<file path="src/rtl/seg_scan_ctrl.sv">
// rtl/seg_scan_ctrl.sv - 4-digit multiplexed 7-segment controller with binary-to-BCD converter
module seg_scan_ctrl #(
   parameter int REFRESH_DIV = 50000,
   parameter int BLANK_LEAD  = 1
) (
   input  logic        clk,
   input  logic        rst_n,
   input  logic        load,
   input  logic [13:0] value,
   output logic        busy,
   output logic [3:0]  an,
   output logic [6:0]  seg
);

   localparam int PW = $clog2(REFRESH_DIV);
   localparam logic [PW-1:0] PRESC_LAST = PW'(REFRESH_DIV - 1);

   localparam logic [6:0] SEG_BLANK = 7'b1111111;
   localparam logic [6:0] SEG_DASH  = 7'b1111110;
   localparam logic [6:0] SEG_ZERO  = 7'b0000001;

   typedef enum logic [1:0] {
      S_IDLE   = 2'd0,
      S_CONV   = 2'd1,
      S_COMMIT = 2'd2
   } state_t;

   state_t        state;
   state_t        state_n;
   logic [3:0]    cnt;
   logic [13:0]   bin;
   logic [15:0]   bcd;
   logic [15:0]   bcd_adj;
   logic          ovf_pend;
   logic [15:0]   disp;
   logic          ovf;
   logic          do_load;
   logic          do_shift;
   logic          do_commit;
   logic          busy_n;

   logic [PW-1:0] presc;
   logic          wrap;
   logic [1:0]    idx;
   logic [1:0]    idx_n;
   logic [3:0]    digit_n;
   logic          lead_zero;
   logic [6:0]    seg_n;

   // team digit-to-segment encoding, active-low {a,b,c,d,e,f,g}
   function automatic logic [6:0] seg_code(input logic [3:0] d);
      case (d)
         4'd0:    seg_code = 7'b0000001;
         4'd1:    seg_code = 7'b1001111;
         4'd2:    seg_code = 7'b0010010;
         4'd3:    seg_code = 7'b0000110;
         4'd4:    seg_code = 7'b1001100;
         4'd5:    seg_code = 7'b0100100;
         4'd6:    seg_code = 7'b0100000;
         4'd7:    seg_code = 7'b0001111;
         4'd8:    seg_code = 7'b0000000;
         4'd9:    seg_code = 7'b0000100;
         default: seg_code = SEG_BLANK;
      endcase
   endfunction

   // converter state register
   always_ff @(posedge clk) begin
      if (!rst_n) begin
         state <= S_IDLE;
      end else begin
         state <= state_n;
      end
   end

   // converter next state: 14 shift iterations, then a single commit cycle
   always_comb begin
      state_n = state;
      case (state)
         S_IDLE:   if (load) state_n = S_CONV;
         S_CONV:   if (cnt == 4'd13) state_n = S_COMMIT;
         S_COMMIT: state_n = S_IDLE;
         default:  state_n = S_IDLE;
      endcase
   end

   // converter control decode; loads outside IDLE (including COMMIT) are dropped
   always_comb begin
      do_load   = 1'b0;
      do_shift  = 1'b0;
      do_commit = 1'b0;
      case (state)
         S_IDLE:   do_load   = load;
         S_CONV:   do_shift  = 1'b1;
         S_COMMIT: do_commit = 1'b1;
         default:  ;
      endcase
      busy_n = (state_n != S_IDLE);
   end

   // registered busy flag
   always_ff @(posedge clk) begin
      if (!rst_n) begin
         busy <= 1'b0;
      end else begin
         busy <= busy_n;
      end
   end

   // add-3 correction on every BCD nibble that is 5 or more
   always_comb begin
      bcd_adj = bcd;
      for (int i = 0; i < 4; i++) begin
         if (bcd[i*4 +: 4] >= 4'd5) begin
            bcd_adj[i*4 +: 4] = bcd[i*4 +: 4] + 4'd3;
         end
      end
   end

   // shift-add-3 datapath; a carry out of the thousands digit also flags overflow
   always_ff @(posedge clk) begin
      if (!rst_n) begin
         bin      <= '0;
         bcd      <= '0;
         cnt      <= '0;
         ovf_pend <= 1'b0;
      end else if (do_load) begin
         bin      <= value;
         bcd      <= '0;
         cnt      <= '0;
         ovf_pend <= (value > 14'd9999);
      end else if (do_shift) begin
         {bcd, bin} <= {bcd_adj[14:0], bin, 1'b0};
         cnt        <= cnt + 4'd1;
         ovf_pend   <= ovf_pend | bcd_adj[15];
      end
   end

   // display buffer, only written on commit so scanning never sees partial results
   always_ff @(posedge clk) begin
      if (!rst_n) begin
         disp <= '0;
         ovf  <= 1'b0;
      end else if (do_commit) begin
         disp <= bcd;
         ovf  <= ovf_pend;
      end
   end

   assign wrap  = (presc == PRESC_LAST);
   assign idx_n = wrap ? idx + 2'd1 : idx;

   // segment pattern for the digit that will be enabled after this edge
   always_comb begin
      digit_n   = disp[3:0];
      lead_zero = 1'b0;
      case (idx_n)
         2'd0: digit_n = disp[3:0];
         2'd1: begin
            digit_n   = disp[7:4];
            lead_zero = (disp[15:4] == 12'd0);
         end
         2'd2: begin
            digit_n   = disp[11:8];
            lead_zero = (disp[15:8] == 8'd0);
         end
         2'd3: begin
            digit_n   = disp[15:12];
            lead_zero = (disp[15:12] == 4'd0);
         end
         default: ;
      endcase
      if (ovf) begin
         seg_n = SEG_DASH;
      end else if ((BLANK_LEAD != 0) && lead_zero) begin
         seg_n = SEG_BLANK;
      end else begin
         seg_n = seg_code(digit_n);
      end
   end

   // free-running scanner; idx, an and seg all move on the same edge
   always_ff @(posedge clk) begin
      if (!rst_n) begin
         presc <= '0;
         idx   <= 2'd0;
         an    <= 4'b1110;
         seg   <= SEG_ZERO;
      end else begin
         presc <= wrap ? '0 : presc + PW'(1);
         idx   <= idx_n;
         an    <= ~(4'b0001 << idx_n);
         seg   <= seg_n;
      end
   end

endmodule

</file>
<file path="config.mk">
export PLATFORM = sky130hd
export DESIGN_NAME = seg_scan_ctrl
export DESIGN_NICKNAME = d
export VERILOG_FILES = /design/src/rtl/seg_scan_ctrl.sv
export SDC_FILE = /design/constraint.sdc
export NUM_CORES = 1
export LEC_CHECK = 0
export CAP_MARGIN = 15
export CORE_UTILIZATION = 40
export CTS_CLUSTER_SIZE = 12
export DETAILED_ROUTE_END_ITERATION = 16
export DONT_BUFFER_PORTS = 1
export SYNTH_ARGS = -nofsm -noshare
export SYNTH_HDL_FRONTEND = slang
export SYNTH_SLANG_ARGS = --single-unit
</file>
<file path="constraint.sdc">
create_clock -name clk -period 3.6 [get_ports clk]
set_input_delay 0.18 -clock clk [delete_from_list [all_inputs] [get_ports clk]]
set_output_delay 0.18 -clock clk [all_outputs]
set_load 0.02 [all_outputs]
</file>
==> results.ini, run 1 <==
[status]
status=finished, final reports clean

[floorplanning]
die_h_um=101
dieArea_sq_um=10300
die_w_um=101
start_util_pct=42.1
io_pins=29
core-area_sq_um=9370
row_count=35

[setup_path]
reg2reg_from=presc[0]
critical_path_class=reg2reg
startpoint=presc[0]
startpoint_type=register
cp_max_fo=7
critPathArrivalTime_ns=3.03
cp-end-kind=register
required_ns=3.85

[clock_network]
clk-insertion-delay-late_ns=0.35
cts_made_buffers=9
clk_pin_slew_ns=0.09
cts_buffer_depth=2
cts_resized=0
cts_tree=done
root_buffer=clkbuf_8
h-tree-depth=3
cts.sinks=84

[timing]
fin_tns_setup_ns=0
finClkSkew_ns=0.0189
rsz0062_at_grt=no
slew_viol_final=0
max_freq_ghz=0.360
layout_setup_ws_ns=0.823
tightest_slew_ns=0.871
finalCritPeriodShare_pct=77.1
relSlewSlack_pct=41.7
setup_viol=0
hold_violations=0
layout_min_cycle_time_ns=2.78

[routing]
routed_via_density=5.27
dr_wl_met3_um=325
drc=0
wl_met1_um=4120
ant_nets=0
wirelength_um=8090
dr_wl_met2_um=3560
vias=3132
first_iter_violations=161
highest_layer=met4
wl_per_cell_um=13.6
drt-pass1-iter-count=4

[final_layout]
antennaDiodeCount=0
most-common-layout-cells=dfxtp_1 (84), nand2_1 (74), a21oi_1 (52), nor2_1 (38), o21ai_0 (32)
layout.nets=493
postLayoutCoreUtil_pct=45.4
layout_commonest_cell=dfxtp_1
layout-drive-gt1-share_pct=7.96
area_growth_pct=8.03

[grt]
grt_antenna_before_repair=0
grt_max_degree=26
grt_pass1_wl_um=13500
grt_pass1_vias=2794
grt-ovfl-total=0
grt.total_usage_pct=16.7

[power_and_ir_drop]
netSwitchingFraction_pct=24.0
combPwrFrac_pct=5.0
power_density_nw_per_um2=417
p_switching_w=0.000426
power.total_w=0.00177
vdd_drop_max_mv=0.196
p_int_w=0.00135
leakagePower_nw=1.50
p_seq_share_pct=54.4
p_clk_share_pct=40.7

[synth]
async_flop_share_pct=0
syn_inst=467
synth-edff-count=0
ys_seq_area_share_pct=42.7
synth_cell_types=54
syn_area_per_cell_sq_um=8.44
synth_fp_nets=500
yosysWarnings=0
ys_ff_latch=84
synth_area_sq_um=3940
synth_flop_cell=dfxtp_1

[placed_design]
portBuffers=0
pre_cts_ws_ns=0.812
gp_congestion=0.798
hpwl_um=5530

[job]
cap_violations=0

[worst_hold_path]
min-delay-path-class=in2reg
min_from=rst_n

Yosys cell counts (2+ instances only):
master	n	area, sq um
o22ai_1	11	68.8
dfxtp_1	84	1680
nand3b_1	2	15.0
inv_1	16	60.1
nor2_1	38	143
and2_1	2	12.5
mux2_2	3	33.8
a211oi_1	4	30.0
nor3b_1	4	30.0
nand4_1	3	18.8
clkbuf_1	19	71.3
ha_1	16	200
xor2_1	11	96.3
nor4_1	3	18.8
xnor2_1	13	114
nand2_1	74	278
o31ai_1	3	22.5
nor3_1	8	40.0
a21oi_1	52	260
o221ai_1	2	17.5
nand2b_1	5	31.3
o221a_2	2	22.5
or3_1	4	25.0
and3_1	5	31.3
nor2b_1	2	12.5
a31oi_1	3	18.8
mux2i_1	8	80.1
nand3_1	11	55.1
a21boi_0	3	22.5
o21ai_0	32	160
critical path, cell delays in order, from the launching register on:
cell	delay (ns)
dfxtp_1	0.37
ha_1	0.19
and3_1	0.26
and4_4	0.35
mux2i_4	0.33
nor2_1	0.08
a221oi_2	0.31
inv_1	0.15
ha_1	0.32
o21ai_0	0.09
a31o_2	0.26
final timing paths:
path / end / slack, ns / depth (start not counted)
min reg2reg: presc[0] / 0.46 / 1
max reg2reg: seg[5] / 0.82 / 10
max: seg[5] / 0.82 / 10
min: seg[6] / 0.02 / 2
cells by family (layout without fill, tap and decap cells):
family / count (synthesis) / count (layout) / synth area share, %
buffers and inverters: 39 / 37 / 4.16
and+or+nand+nor: 170 / 170 / 20.5
muxes: 12 / 12 / 3.46
xor gates and xnor gates: 25 / 25 / 6.03
adders and majority gates: 16 / 16 / 5.08
DFF: 84 / 84 / 42.7
AOI/OAI and AO/OA: 121 / 121 / 18.1
layout make-up:
cell class                      instances  area (sq um)
Tap cell                              129           161
Sequential cell                        84          1680
Timing Repair Buffer                    4          38.8
Clock buffer                           11           151
Fill cell                             936          5110
Inverter                               17          63.8
Clock inverter                          5          65.1
Multi-Input combinational cell        344          2100
metrics by stage:
step	hold WS, ns	instance area (sq um)	std cells
5_1_grt	0.0263	4260	594
6_report	0.0192	4260	594
3_5_place_dp	0.273	4010	575
3_3_place_gp	0.270	4010	575
2_1_floorplan	0.292	3940	467
4_1_cts	0.00239	4250	593
state kept, by name, summed over array words and instances (netlist names):
name      cells
an            4
ovf           1
cnt           4
bcd          16
seg           7
bin          14
ovf_pend      1
idx           2
busy          1
state         2
presc        16
disp         16
layer usage:
metal / GRT usage (%) / vias up
met4: 5.46 / 0
met3: 3.80 / 8
met1: 23.9 / 1461
met2: 24.6 / 54
li1: - / 1609
met5: 0 / -
repair_timing:
item,in CTS,in global routing
endpoints found under the hold margin,22,0
buffers inserted,0,0
hold buffers,2,0
power by group through the flow:
stage          clock, W  sequential, W  combinational [W]
2_1_floorplan         0       0.000983          0.0000692
3_3_place_gp          0       0.000986          0.0000818
3_5_place_dp          0       0.000986          0.0000823
4_1_cts        0.000745       0.000965          0.0000882
5_1_grt        0.000790       0.000968          0.0000995
6_report       0.000722       0.000965          0.0000881
Note: power is estimated with default switching activity, not from simulation.
==> inputs of run 2 (changes only) <==
Settings changed: ABC_AREA set to 1.
Clock period 3.6 ns to 2.9 ns, I/O delays scaled along.
==> run 2 against run 1 <==
Compared with the run above: synthesized cell count increased by 16%; sequential share of layout area decreased by 2.9 points; power increased by 31%; first-iteration DRC count increased by 35%; largest power group unchanged; combinational power increased by 120%; design area increased by 7.8%; count of clock-buffer cells in the layout unchanged; synthesized area increased by 3.7%; sequential cell count unchanged; routed wire length increased by 9.0%; non-clock buffer count increased by 15; clock power increased by 27%.
==> results.ini, run 2 <==
[status]
status=finished, final reports clean  ; unchanged

[job]
cap_violations=0  ; unchanged

[worst_hold_path]
min-delay-path-class=in2reg  ; unchanged
min_from=rst_n  ; unchanged
whs_path_depth=2  ; unchanged

[synth]
synth_cell_types=38  ; was 54
yosysTopAreaCell=dfxtp_1  ; unchanged
ys_ff_latch=84  ; unchanged
synth_top_area_share_pct=41.1  ; was 42.7%
ys_seq_area_share_pct=41.1  ; was 42.7%
async_flop_share_pct=0  ; unchanged
synth_area_sq_um=4090  ; was 3940 sq um
ys_top_cells_by_count=nand2_1 (86), dfxtp_1 (84), nor2_1 (69)  ; was dfxtp_1 (84), nand2_1 (74), a21oi_1 (52)
synth_flop_cell=dfxtp_1  ; unchanged
yosysMostFrequentCell=nand2_1  ; was dfxtp_1
yosys-top-cells-area=dfxtp_1 (41%), nand2_1 (7.9%), nor2_1 (6.3%)  ; was dfxtp_1 (43%), nand2_1 (7.0%), a21oi_1 (6.6%)
synth-edff-count=0  ; unchanged
synth_fp_nets=574  ; was 500
syn_area_per_cell_sq_um=7.56  ; was 8.44 sq um
syn_inst=541  ; was 467
yosysWarnings=0  ; unchanged

[setup_path]
critPathBufInv=2  ; was 1
worst_path_largest_cell_delay_ns=0.36  ; was 0.37 ns
slowest_stage=dfxtp_1  ; unchanged
worstPathCellList=ha_1, nand3_4, nor2_2, nand3_1, nand2_2, nand2_4, or2_4, nand2_4, inv_2, ha_1, nand3b_1, inv_1, nor2_1, nor2_1, nor2_1  ; was ha_1, and3_1, and4_4, mux2i_4, nor2_1, a221oi_2, inv_1, ha_1, o21ai_0, a31o_2
cp_max_fo=12  ; was 7
critPathTopFamily=simple AND/OR/NAND/NOR gates  ; unchanged
startpoint_type=register  ; unchanged
critical_path_class=reg2reg  ; unchanged
required_ns=3.14  ; was 3.85 ns
cp-end-kind=register  ; unchanged
crit_path_frequent_cell=nor2_1  ; was ha_1
startpoint=presc[0]  ; unchanged
crit_cells=15  ; was 10
reg2reg_slack_ns=0.42  ; was 0.82 ns
reg2reg_from=presc[0]  ; unchanged
ff2ff_path_depth=15  ; was 10
critPathArrivalTime_ns=2.72  ; was 3.03 ns

[clock_network]
cts_tree=done  ; unchanged
cts_buffer_depth=2  ; unchanged
root_buffer=clkbuf_8  ; unchanged
cts.sinks=84  ; unchanged
clk-insertion-delay-late_ns=0.36  ; was 0.35 ns
cts_setup_buffers=0  ; unchanged
clk_pin_slew_ns=0.09  ; about the same
cts_made_buffers=9  ; unchanged
h-tree-depth=3  ; unchanged

[placed_design]
portBuffers=0  ; unchanged
hpwl_um=6170  ; was 5530 um
gp_congestion=0.830  ; was 0.798

[timing]
slew_viol_final=0  ; unchanged
finClkSkew_ns=0.0182  ; was 0.0189 ns
tightest_slew_ns=0.744  ; was 0.871 ns
fin_hold_ws_ns=0.0461  ; was 0.0192 ns
fin_tns_setup_ns=0  ; unchanged
hold_violations=0  ; unchanged
relSlewSlack_pct=50.2  ; was 41.7%
finalCritPeriodShare_pct=85.4  ; was 77.1%
layout_min_cycle_time_ns=2.48  ; was 2.78 ns
rsz0062_at_grt=no  ; unchanged
max_freq_ghz=0.404  ; was 0.360 GHz
setup_viol=0  ; unchanged

[routing]
ant_nets=0  ; unchanged
routed_via_density=5.00  ; was 5.27
first_iter_violations=217  ; was 161
drt-pass1-iter-count=4  ; unchanged
drc=0  ; unchanged
wirelength_um=8820  ; was 8090 um
wl_per_cell_um=12.7  ; was 13.6 um
vias=3460  ; was 3132

[grt]
grt_pass1_vias=3191  ; was 2794
grt_pass1_wl_um=14900  ; was 13500 um
grt.total_usage_pct=18.1  ; was 16.7%
grt_max_degree=41  ; was 26
grt-ovfl-total=0  ; unchanged
grt_antenna_before_repair=0  ; unchanged

[floorplanning]
dieArea_sq_um=10600  ; was 10300 sq um
die_h_um=103  ; was 101 um
io_pins=29  ; unchanged
start_util_pct=41.6  ; was 42.1%
row_count=36  ; was 35
die_w_um=103  ; was 101 um
core-area_sq_um=9820  ; was 9370 sq um

[power_and_ir_drop]
power_density_nw_per_um2=507  ; was 417 nW/um^2
leakagePower_nw=1.91  ; was 1.50 nW
vdd_drop_max_mv=0.243  ; was 0.196 mV

[final_layout]
antennaDiodeCount=0  ; unchanged
layout.nets=587  ; was 493
most-common-layout-cells=nand2_1 (86), dfxtp_1 (84), nor2_1 (67), inv_1 (54), a21oi_1 (42)  ; was dfxtp_1 (84), nand2_1 (74), a21oi_1 (52), nor2_1 (38), o21ai_0 (32)
layout_commonest_cell=nand2_1  ; was dfxtp_1
top_regs=bcd (16), disp (16), presc (16)  ; unchanged
layout-drive-gt1-share_pct=11.1  ; was 7.96%
area_growth_pct=12.3  ; was 8.03%

[run 2: per-layer routing]
layer,vias to the layer above,global-route usage (%),wire [um]
met4,0,7.80,59
met3,4,4.34,389
met5,-,0,0
met2,77,29.1,4050
li1,1793,-,-
met1,1586,23.2,4320
[run 2: cell families (layout without fill, tap and decap cells)]
family	count (synthesis)	in the layout	share of synthesized area, %
adder cells (fa/ha/maj)	16	16	4.90
AND/OR/NAND/NOR	238	238	28.2
AO/OA/AOI/OAI	112	112	15.7
buffers and inverters	79	97	7.56
flip-flops	84	84	41.1
XOR/XNOR	12	12	2.57
[run 2: per-stage QoR]
| stage | util [%] | setup WS [ns] | instances | area, sq um | total power, W |
|---|---|---|---|---|---|
| 2_1_floorplan | - | 0.623 | 541 | 4090 | 0.00137 |
| 3_3_place_gp | 43.0 | 0.456 | 662 | 4220 | 0.00140 |
| 3_5_place_dp | 43.0 | 0.336 | 662 | 4220 | 0.00141 |
| 4_1_cts | 46.7 | 0.322 | 692 | 4590 | 0.00235 |
| 5_1_grt | 46.7 | 0.111 | 692 | 4590 | 0.00243 |
| 6_report | 46.7 | 0.424 | 692 | 4590 | 0.00233 |
[run 2: layout make-up]
type	count	area (sq um)
Clock buffer	11	131
Sequential cell	84	1680
Timing Repair Buffer	19	188
Tap cell	133	166
Multi-Input combinational cell	378	2100
Inverter	62	235
Fill cell	1000	5230
Clock inverter	5	85.1
[run 2: path summary, 6_finish.rpt]
check	end
max	seg[3]
min	an[1]
max reg2reg	seg[3]
min reg2reg	presc[0]
[run 2: repair_timing]
item / in CTS / in global routing
gates resized for setup: 0 / 1
hold buffers: 14 / 0
endpoints found under the hold margin: 40 / 0
endpoints found under the setup margin: 0 / 1
[run 2: power breakdown]
part | switching, W | internal [W]
logic | 0.000122 | 0.0000684
registers | 0.0000273 | 0.00119
clock network | 0.000429 | 0.000491
total | 0.000577 | 0.00175
==> inputs of run 3 (changes only) <==
==> constraint.sdc (replaced) <==
create_clock -name clk -period 2.9 [get_ports clk]
set_input_delay 0.29 -clock clk [delete_from_list [all_inputs] [get_ports clk]]
set_output_delay 0.29 -clock clk [all_outputs]
set_load 0.02 [all_outputs]
==> run 3 against run 2 <==
Compared with the run above: global-route usage shrank 0.59 points; combinational power shrank 14%; core utilization shrank 1.4 points; largest cell class unchanged.
==> results.ini, run 3 (synthesized netlist as in run 2, its figures left out) <==
[setup_path]
cp-end-kind=register  ; unchanged
critPathArrivalTime_ns=2.72  ; about the same
required_ns=3.15  ; was 3.14 ns
reg2reg_from=presc[0]  ; unchanged
critical_path_class=reg2reg  ; unchanged
ff2ff_path_depth=15  ; unchanged
cp_max_fo=12  ; unchanged
reg2reg_slack_ns=0.42  ; about the same
reg2reg_to=seg[3]  ; unchanged
startpoint_type=register  ; unchanged

[job]
cap_violations=0  ; unchanged

[worst_hold_path]
min-delay-path-class=in2reg  ; unchanged
min_to=an[2]  ; was an[1]
min_from=rst_n  ; unchanged
whs_path_depth=1  ; was 2

[grt]
grt-ovfl-total=0  ; unchanged
grt_antenna_before_repair=0  ; unchanged
grt_max_degree=41  ; unchanged
grt_pass1_vias=3132  ; was 3191
grt.total_usage_pct=17.5  ; was 18.1%
grt_pass1_wl_um=14400  ; was 14900 um

[routing]
wirelength_um=8490  ; was 8820 um
routed_via_density=5.01  ; was 5.00
drt-pass1-iter-count=6  ; was 4
ant_nets=0  ; unchanged
vias=3404  ; was 3460
drc=0  ; unchanged
first_iter_violations=193  ; was 217
wl_per_cell_um=12.5  ; was 12.7 um

[placed_design]
gp_congestion=0.830  ; unchanged
portBuffers=0  ; unchanged
hpwl_um=6170  ; unchanged

[power_and_ir_drop]
power_density_nw_per_um2=517  ; was 507 nW/um^2
power.total_w=0.00230  ; was 0.00233 W
vdd_drop_max_mv=0.239  ; was 0.243 mV
leakagePower_nw=1.85  ; was 1.91 nW

[floorplanning]
core-area_sq_um=9820  ; unchanged
dieArea_sq_um=10600  ; unchanged
die_h_um=103  ; unchanged
start_util_pct=41.6  ; unchanged
row_count=36  ; unchanged
io_pins=29  ; unchanged
die_w_um=103  ; unchanged

[final_layout]
area_growth_pct=8.85  ; was 12.3%
top_regs=bcd (16), disp (16), presc (16)  ; unchanged
layout-drive-gt1-share_pct=11.2  ; was 11.1%
layout_commonest_cell=nand2_1  ; unchanged
most-common-layout-cells=nand2_1 (86), dfxtp_1 (84), nor2_1 (67), inv_1 (54), a21oi_1 (42)  ; unchanged
layout.nets=574  ; was 587
antennaDiodeCount=0  ; unchanged

[timing]
relSlewSlack_pct=52.2  ; was 50.2%
rsz0062_at_grt=no  ; unchanged
layout_min_cycle_time_ns=2.48  ; about the same
finClkSkew_ns=0.0145  ; was 0.0182 ns
setup_viol=0  ; unchanged
finalCritPeriodShare_pct=85.4  ; about the same
hold_violations=0  ; unchanged
tightest_slew_ns=0.714  ; was 0.744 ns
max_freq_ghz=0.404  ; about the same
fin_tns_setup_ns=0  ; unchanged
slew_viol_final=0  ; unchanged

[clock_network]
clk_pin_slew_ns=0.09  ; about the same
cts_buffer_depth=2  ; unchanged
cts.sinks=84  ; unchanged
cts_tree=done  ; unchanged
root_buffer=clkbuf_8  ; unchanged
h-tree-depth=3  ; unchanged
clk-insertion-delay-late_ns=0.36  ; about the same
cts_setup_buffers=0  ; unchanged
cts_made_buffers=9  ; unchanged

[status]
status=finished, final reports clean  ; unchanged

[run 3: changes by cell type in the layout (fill, tap and decap cells not counted)]
cell / previous run / this run
buf_12: 1 / 0
dlygate4sd3_1: 13 / 1
[run 3: cell type report]
| cell class | count | area [sq um] |
|---|---|---|
| Tap cell | 133 | 166 |
| Timing Repair Buffer | 6 | 47.5 |
| Inverter | 62 | 235 |
| Multi-Input combinational cell | 378 | 2100 |
| Clock buffer | 11 | 131 |
| Fill cell | 1009 | 5370 |
| Clock inverter | 5 | 85.1 |
| Sequential cell | 84 | 1680 |
[run 3: worst max path at each step]
stage,endpoint,from,cells past startpoint
6_report,seg[3],presc[0],15
5_1_grt,seg[1],presc[0],17
4_1_cts,seg[1],presc[0],17
3_5_place_dp,seg[1],presc[0],17
3_3_place_gp,seg[3],presc[0],15
2_1_floorplan,seg[3],presc[0],16
[run 3: where the power goes]
group          internal, W  switching (W)
Combinational    0.0000548       0.000109
Clock             0.000490       0.000430
Sequential         0.00119      0.0000273
[run 3: critical path: stages (launching register included)]
cell and delay, ns:
dfxtp_1 0.36, ha_1 0.24, nand3_4 0.12, nor2_2 0.14
nand3_1 0.09, nand2_2 0.25, nand2_4 0.09, or2_4 0.24
nand2_4 0.10, inv_2 0.05, ha_1 0.26, nand3b_1 0.18
inv_1 0.07, nor2_1 0.04, nor2_1 0.10, nor2_1 0.04
[run 3: routing by layer]
metal / up-vias / share of wire, % / global-route usage, %
met5: - / 0 / 0
met4: 0 / 1.8 / 8.02
met3: 12 / 4.2 / 4.41
met2: 69 / 45 / 27.7
met1: 1557 / 49 / 22.5
li1: 1766 / - / -
[run 3: metrics by stage]
step	cell area, sq um	util (%)	setup WS, ns	std cells	hold WS (ns)
final	4450	45.3	0.423	679	0.0336
after global routing	4450	45.3	0.111	679	0.0173
after CTS	4450	45.3	0.322	679	0.00971
after detailed placement	4220	43.0	0.336	662	0.372
after global placement	4220	43.0	0.456	662	0.366
after floorplan	4090	-	0.623	541	0.412
[run 3: what timing repair did]
action / 4_1_cts / 5_1_grt
gates resized for setup: 0 / 1
hold buffers: 1 / 0
endpoints found under the setup margin: 0 / 1
endpoints found under the hold margin: 3 / 0
